## config.mk

```make
export PLATFORM = sky130hd
export DESIGN_NAME = int2float_sched
export DESIGN_NICKNAME = d
export VERILOG_FILES = /design/src/rtl/int2float_pkg.sv /design/src/rtl/rr_arbiter.sv /design/src/rtl/int2float_sched.sv
export SDC_FILE = /design/constraint.sdc
export NUM_CORES = 1
export LEC_CHECK = 0
export ABC_CLOCK_PERIOD_IN_PS = 3400
export CAP_MARGIN = 20
export CORE_AREA = 5 5 96 116
export DETAILED_ROUTE_END_ITERATION = 16
export DIE_AREA = 0 0 101 121
export GPL_TIMING_DRIVEN = 0
export PLACE_DENSITY = 0.55
export SYNTH_ARGS = -nofsm -noshare
export SYNTH_HDL_FRONTEND = slang
export SYNTH_SLANG_ARGS = --single-unit
```

## constraint.sdc

```tcl
create_clock -name clk -period 3.4 [get_ports clk]
set_clock_uncertainty 0.1 [all_clocks]
set_input_delay 1.02 -clock clk [delete_from_list [all_inputs] [get_ports clk]]
set_output_delay 1.02 -clock clk [all_outputs]
set_load 0.01 [all_outputs]
```

## src/rtl/int2float_pkg.sv

```systemverilog
// Shared widths and FSM state type for the int2float converter scheduler.
package int2float_pkg;

  localparam int unsigned INT_W      = 11;
  localparam int unsigned FLT_W      = 7;
  localparam int unsigned DONE_CNT_W = 16;
  localparam int unsigned LAT_W      = 4;

  typedef enum logic [1:0] {
    IDLE = 2'd0,
    WAIT = 2'd1,
    DONE = 2'd2
  } state_e;

endpackage

```

## src/rtl/rr_arbiter.sv

```systemverilog
// Round-robin arbiter: grants the first active request strictly after ptr, modulo N.
module rr_arbiter #(
  parameter  int unsigned N   = 4,
  localparam int unsigned IDW = $clog2(N)
) (
  input  logic [N-1:0]   req,
  input  logic [IDW-1:0] ptr,
  input  logic           en,
  output logic [N-1:0]   grant_onehot,
  output logic [IDW-1:0] grant_idx,
  output logic           any
);

  // ptr + k spans up to 2N-1, so one extra bit avoids wrap before the modulo fold
  logic [IDW:0] cand;

  always_comb begin
    grant_onehot = '0;
    grant_idx    = '0;
    any          = 1'b0;
    cand         = '0;
    for (int unsigned k = 1; k <= N; k++) begin
      cand = (IDW+1)'(ptr) + (IDW+1)'(k);
      if (cand >= (IDW+1)'(N)) begin
        cand = cand - (IDW+1)'(N);
      end
      if (en && !any && req[cand[IDW-1:0]]) begin
        grant_onehot[cand[IDW-1:0]] = 1'b1;
        grant_idx                   = cand[IDW-1:0];
        any                         = 1'b1;
      end
    end
  end

endmodule

```

## src/rtl/int2float_sched.sv

```systemverilog
// Time-shares one external int2float converter among N requesters with round-robin
// arbitration, a programmable conversion window and a valid/ready result port.
module int2float_sched
  import int2float_pkg::*;
#(
  parameter int unsigned N        = 4,
  parameter int unsigned CONV_LAT = 1,
  parameter int unsigned IDW      = $clog2(N)
) (
  input  logic                  clk,
  input  logic                  rst_n,
  input  logic [N-1:0]          req_valid,
  input  logic [N*INT_W-1:0]    req_data,
  output logic [N-1:0]          req_ready,
  output logic [INT_W-1:0]      conv_x,
  input  logic [FLT_W-1:0]      conv_y,
  output logic                  out_valid,
  output logic [FLT_W-1:0]      out_data,
  output logic [IDW-1:0]        out_id,
  input  logic                  out_ready,
  output logic                  busy,
  output logic [DONE_CNT_W-1:0] done_cnt
);

  if (N < 2 || N > 16) begin : g_bad_n
    $error("int2float_sched: N must be within 2..16");
  end
  if (CONV_LAT < 1 || CONV_LAT > 15) begin : g_bad_lat
    $error("int2float_sched: CONV_LAT must be within 1..15");
  end
  if (IDW != $clog2(N)) begin : g_bad_idw
    $error("int2float_sched: IDW must equal clog2(N)");
  end

  state_e                state_q, state_d;
  logic [INT_W-1:0]      x_q, x_d;
  logic [IDW-1:0]        id_q, id_d;
  logic [IDW-1:0]        ptr_q, ptr_d;
  logic [LAT_W-1:0]      cnt_q, cnt_d;
  logic [FLT_W-1:0]      out_data_q, out_data_d;
  logic [IDW-1:0]        out_id_q, out_id_d;
  logic                  out_valid_q, out_valid_d;
  logic [DONE_CNT_W-1:0] done_cnt_q, done_cnt_d;
  logic                  busy_q;

  logic                  arb_en;
  logic [N-1:0]          grant_oh;
  logic [IDW-1:0]        grant_idx;
  logic                  grant_any;
  logic [INT_W-1:0]      grant_x;

  // Arbitrate only when the converter is free; held off entirely while in reset
  assign arb_en = rst_n && ((state_q == IDLE) || ((state_q == DONE) && out_ready));

  rr_arbiter #(
    .N(N)
  ) u_arb (
    .req          (req_valid),
    .ptr          (ptr_q),
    .en           (arb_en),
    .grant_onehot (grant_oh),
    .grant_idx    (grant_idx),
    .any          (grant_any)
  );

  always_comb begin
    grant_x = '0;
    for (int unsigned i = 0; i < N; i++) begin
      if (grant_idx == IDW'(i)) begin
        grant_x = req_data[i*INT_W +: INT_W];
      end
    end
  end

  // Next-state: conversion window countdown, result capture, handshake and regrant
  always_comb begin
    state_d     = state_q;
    x_d         = x_q;
    id_d        = id_q;
    ptr_d       = ptr_q;
    cnt_d       = cnt_q;
    out_data_d  = out_data_q;
    out_id_d    = out_id_q;
    out_valid_d = out_valid_q;
    done_cnt_d  = done_cnt_q;

    case (state_q)
      IDLE: begin
        state_d = IDLE;
      end
      WAIT: begin
        if (cnt_q != '0) begin
          cnt_d = cnt_q - LAT_W'(1);
        end else begin
          out_data_d  = conv_y;
          out_id_d    = id_q;
          out_valid_d = 1'b1;
          state_d     = DONE;
        end
      end
      DONE: begin
        if (out_ready) begin
          out_valid_d = 1'b0;
          state_d     = IDLE;
          if (done_cnt_q != '1) begin
            done_cnt_d = done_cnt_q + DONE_CNT_W'(1);
          end
        end
      end
      default: begin
        state_d = IDLE;
      end
    endcase

    if (grant_any) begin
      x_d     = grant_x;
      id_d    = grant_idx;
      ptr_d   = grant_idx;
      cnt_d   = LAT_W'(CONV_LAT - 1);
      state_d = WAIT;
    end
  end

  always_ff @(posedge clk or negedge rst_n) begin
    if (!rst_n) begin
      state_q     <= IDLE;
      x_q         <= '0;
      id_q        <= '0;
      ptr_q       <= IDW'(N - 1);
      cnt_q       <= '0;
      out_data_q  <= '0;
      out_id_q    <= '0;
      out_valid_q <= 1'b0;
      done_cnt_q  <= '0;
      busy_q      <= 1'b0;
    end else begin
      state_q     <= state_d;
      x_q         <= x_d;
      id_q        <= id_d;
      ptr_q       <= ptr_d;
      cnt_q       <= cnt_d;
      out_data_q  <= out_data_d;
      out_id_q    <= out_id_d;
      out_valid_q <= out_valid_d;
      done_cnt_q  <= done_cnt_d;
      busy_q      <= (state_d != IDLE);
    end
  end

  assign req_ready = grant_oh;
  assign conv_x    = x_q;
  assign out_valid = out_valid_q;
  assign out_data  = out_data_q;
  assign out_id    = out_id_q;
  assign busy      = busy_q;
  assign done_cnt  = done_cnt_q;

endmodule

```

# --- After elaboration in Yosys (flattened, before gate mapping) ---
# Index checks and enable logic that the tools add are counted.
op_classes:
  reduce_logical: 28
  n_bitwise: 4
  n_eq_ne: 8
  muxes: 46
  n_addsub: 10
  order_cmp: 12
ops:
  columns: ["operator", "count"]
  rows:
  - ["$mux 11", 4]
  - ["$mux 4", 7]
  - ["$mux 2", 11]
  - ["$add 16x1->16 const B", 1]
  - ["$ne 16x16->1 const B", 1]
  - ["$mux 1", 14]
  - ["$logic_and 1x1->1", 13]
  - ["$ge 3x3->1 const B", 4]
  - ["$lt 2x3->1 const B", 4]
  - ["$or 4x4->4", 3]
  - ["$bmux 1 s2", 4]
  - ["$demux 1 s2", 4]
  - ["$ge 2x1->1 const B", 4]
  - ["$reduce_bool 2->1", 4]
  - ["$sub 2x1->2 const B", 4]
  - ["$add 2x2->3 const B", 2]
  - ["$eq 2x2->1 const B", 3]
  - ["$reduce_and 3->1", 2]
  - ["$eq 2x1->1 const B", 2]
  - ["$logic_not 2->1", 2]
  - ["$ne 2x2->1 const B", 2]
  - ["$pmux 2 s2", 1]
  - ["$reduce_and 2->1", 2]
  - ["$reduce_bool 4->1", 1]
  - ["7 further kinds", 9]
word_totals:
  reg_bits: 48
  output_inout_bits: 42
  inputBits: 58
  wordCells: 118

# --- Depth between registers and ports, before layout ---
depth:
  ltp_word: 24
  depth_mapped: 11

# --- Cells and area by module ---
# Synthesis repeated with hierarchy kept, for this count alone.
hier_totals:
  cells_unflattened: 258
  hier_area_um2: 2949.1
by_module_without_submodules:
  columns: ["module", "instances", "area_per_inst_um2", "cells_per_inst"]
  rows:
  - ["int2float_sched", 1, 2427.3, 193]
  - ["rr_arbiter", 1, 521.8, 65]

# --- Worst setup path before layout ---
# Ideal clock, no wire load.
synth_path:
  path_kind: "input port to output port"
  from: "input req_valid[2]"
  to: "output req_ready[0]"
  n_path_buf: 1
  t_required_ns: 2.280
  stages: 7
  slack_ns: -0.039
  t_arrival_ns: 2.319
  cell_sequence: "buf_2 -> mux4_2 -> nand2b_2 -> nor2_1 -> nand2_1 -> o21ai_0 -> a221o_1"
synth_between:
  elab_chain_cells: 16
  word_cells_on_any_way: 28
  cone_classes: "15 x mux; 3 x bitwise; 10 x reduce/logical"
synth_rtl:
  columns: ["item", "line", "source"]
  rows:
  - ["from (decl)", "int2float_sched.sv:12", "input logic [N-1:0] req_valid,"]
  - ["$bmux 1 s2", "rr_arbiter.sv:27", "if (en && !any && req[cand[IDW-1:0]]) begin"]
  - ["$mux 1 (implied by the code)", "rr_arbiter.sv:27", null]
  - ["$logic_and 1x1->1", "rr_arbiter.sv:27", null]
  - ["$mux 1", "rr_arbiter.sv:27", null]
  - ["$logic_not 1->1", "rr_arbiter.sv:27", null]
  - ["$logic_and 1x1->1 (2 in a row)", "rr_arbiter.sv:27", null]
  - ["$mux 1", "rr_arbiter.sv:27", null]
  - ["$logic_not 1->1", "rr_arbiter.sv:27", null]
  - ["$logic_and 1x1->1 (2 in a row)", "rr_arbiter.sv:27", null]
  - ["$mux 1", "rr_arbiter.sv:27", null]
  - ["$logic_not 1->1", "rr_arbiter.sv:27", null]
  - ["$logic_and 1x1->1 (2 in a row)", "rr_arbiter.sv:27", null]
  - ["$mux 4 *", "rr_arbiter.sv:27", null]
  - ["to (decl)", "int2float_sched.sv:14", "output logic [N-1:0] req_ready,"]
# Mark *: on every way between the ends. The rest lies on a longest branch, timed or not. The select of a mux whose other input is x is not followed.

# --- Worst setup path in the final report ---
layout_path:
  from: "input req_valid[1]"
  to: "output req_ready[2]"
# The elaborated chain is that of the path after synthesis.

==> impl_metrics.tcl <==
set metrics [dict create \
    status "finished, violations left" \
    violations "setup timing" \
    synth_area_leader_cell "dfrtp_1" \
    die-height_um 121 \
    cts_tree "done" \
    cts-root-buf "clkbuf_16" \
    p_sw_uw 1127 \
    critPathKind "primary input to output port" \
    clock.fmax_mhz 282.6 \
    core_um2 9859 \
    die_w_um 101 \
    async_reset_ff_share_pct 100.0 \
    maxSlewHeadroom_pct 55.05 \
    switching_share_pct 35.52 \
    crit_arrival_ns 2.42 \
    p_per_area_nw_per_um2 725.8 \
    drv_slew 0 \
    grt_pass1_wl_um 13100 \
    clkTransAtPathRegs_ns 0.06 \
    vias_per_cell 4.847 \
    nNetsFinal 457 \
    start_util_pct 29.11 \
    fin_total_pwr_uw 3173 \
    period_needed_ns 3.539 \
    period_share_pct 104.1 \
    setup_viol 4 \
    power_frac_seq_pct 27.8 \
    p_int_uw 2046 \
    cts_buffers 5 \
    grt_pass1_vias 2635 \
    routed_wl_um 8267 \
    hold_violations 0 \
    cts_num_sinks 48 \
    vias 2501 \
    critPathLaunchType "primary input" \
    seq_area_frac_synth_pct 41.94 \
    yosysTopAreaCellShare_pct 40.10 \
    syn_area_um2 2870 \
    yosysWarnings 0 \
    ys_ff_latch 48 \
    grt_usage_pct 13.31 \
    grt_setup_unrepaired "true" \
    tightest_slew_ns 0.6691 \
    drt_iter0_markers 54 \
    numPortBuffers 96 \
    instances_no_fill 516 \
    clock_latency_ns 0.29 \
    yosys-top-cells-count "dfrtp_1 (46), nand2_1 (30), mux2i_1 (28)" \
    globalplace.congestion 0.7809 \
    combPwrFrac_pct 54.8 \
    io_pins 100 \
    synthFlopType "dfrtp_1" \
    synth_cells 274 \
    cap_violations 0 \
    crit_path_end_kind "output port" \
    syn_area_per_cell_um2 10.48 \
    htreeDepth 2 \
    cp_max_fo 7 \
    nFillCells 943 \
    dp_cells 497 \
    max-vdd-ir-drop_v 0.0002917 \
    setup_slack_ns -0.1391 \
    drt-pass1-iter-count 4 \
    syn_nets 342 \
    num_antenna_cells 0 \
    hp-class "register to register" \
    p_leak_uw 0.001952 \
    std_cell_rows 40 \
    crit_required_ns 2.28 \
    drc 0 \
    wire_per_inst_um 16.02 \
    grt_start_max_net_pins 30 \
    synth_cell_types 46 \
    yosysMostFrequentCell "dfrtp_1" \
    p_clk_share_pct 17.4 \
    synthToLayoutAreaGrowth_pct 52.31 \
    drive_gt1_share_pct 18.72 \
    dp_hpwl_um 6052 \
    synth_area_leaders "dfrtp_1 (40%), mux2i_1 (9.8%), ha_1 (4.4%), mux2_2 (4.3%), xnor2_1 (4.0%)" \
    synth-edff-count 0 \
    overflow 0 \
    die_area_um2 12220 \
    cts_buffer_depth 2 \
    antenna_found_initial 0 \
    final_antenna_net_count 0 \
]
## flip-flops by register name, summed over array words and instances, names as in the netlist
name and count:
done_cnt 16, state_q 2, conv_x 11, busy 1, id_q 2, cnt_q 4
out_valid 1, out_data 7, out_id 2, ptr_q 2
## worst paths after layout
kind	from	endpoint	slack [ns]	depth (start not counted)
max	req_valid[1]	req_ready[2]	-0.14	8
min	conv_x[0]$_DFFE_PN0N_	conv_x[0]$_DFFE_PN0N_	0.39	2
max reg2reg	ptr_q[0]$_DFFE_PN1N_	conv_x[7]$_DFFE_PN0N_	0.47	9
min reg2reg	conv_x[0]$_DFFE_PN0N_	conv_x[0]$_DFFE_PN0N_	0.39	2
max in group asynchronous	rst_n	ptr_q[1]$_DFFE_PN1N_	2.24	2
min in group asynchronous	rst_n	done_cnt[5]$_DFFE_PN0P_	0.47	1
## placed cells by master, fill, tap and decap left out, types with 5 or more instances in the layout
cell type,count
buf_6,5
inv_1,10
o21ai_0,9
mux2_2,11
buf_4,13
buf_2,6
clkbuf_1,6
nand2_1,29
clkdlybuf4s50_1,89
nand3_1,9
mux2i_1,26
clkbuf_16,6
dfrtp_1,46
and3_1,6
nor2_1,11
xnor2_1,13
o221ai_1,11
ha_1,9
## kinds of logic after synthesis
group / after synthesis / synth area share, %
AO/OA/AOI/OAI: 45 / 12.82
XOR/XNOR: 17 / 5.187
adder cells (fa/ha/maj): 10 / 4.359
buffers and inverters: 28 / 4.926
flip-flops: 48 / 41.94
multiplexers: 43 / 16.43
AND/OR/NAND/NOR: 83 / 14.34
## per-layer routing
layer | global-route usage, % | routed length, µm | vias up | share of wire [%]
met2 | 23.68 | 4343 | 64 | 53
li1 | - | - | 1216 | -
met5 | 0 | 0 | - | 0
met1 | 15.36 | 3264 | 1206 | 39
met4 | 3.408 | 153 | 0 | 1.9
met3 | 4.083 | 506 | 15 | 6.1
## power groups by stage
stage / clock, µW / sequential [µW] / combinational [µW]
floorplan: 0 / 948 / 865
global placement: 0 / 891 / 1510
detailed placement: 0 / 896 / 1530
CTS: 578 / 877 / 1710
global route: 597 / 906 / 1890
finish: 553 / 882 / 1740
## timing repair
action,4_1_cts,5_1_grt
cloned,0,1
hold buffers,0,0
setup buffers,9,3
pin swaps,8,3
setup endpoints to repair,14,4
resized for setup,54,7
## worst max-delay path, stage by stage
cell and delay (ns):
buf_6 0.10, buf_8 0.12, mux2_4 0.27, and3_4 0.16
o211ai_4 0.25, o21ai_1 0.09, a221o_1 0.26, buf_2 0.14
## stage by stage
step / worst slack [ns] / TNS [ns] / util (%) / instance area [µm²] / hold slack (ns)
after floorplan: 0.005771 / 0 / - / 2873 / 0.3404
after global placement: -2.595 / -59.27 / 40.48 / 3991 / 0.3634
after detailed placement: -1.140 / -8.650 / 40.63 / 4006 / 0.3696
after CTS: -0.1308 / -0.4724 / 43.78 / 4317 / 0.3902
after global routing: -0.1815 / -0.6902 / 44.34 / 4372 / 0.4068
final: -0.1391 / -0.4923 / 44.34 / 4372 / 0.3853
## area by class of cell
type | count | area [µm²] | share of cell area [%]
Multi-Input combinational cell | 198 | 1614 | 36.92
Sequential cell | 48 | 1204 | 27.53
Timing Repair Buffer | 110 | 1077 | 24.64
Tap cell | 126 | 157.7 | 3.606
Clock buffer | 6 | 128.9 | 2.948
Buffer | 14 | 107.6 | 2.461
Inverter | 12 | 47.55 | 1.088
Clock inverter | 2 | 35.03 | 0.8014
No activity file was read; power rests on OpenSTA's default activity.
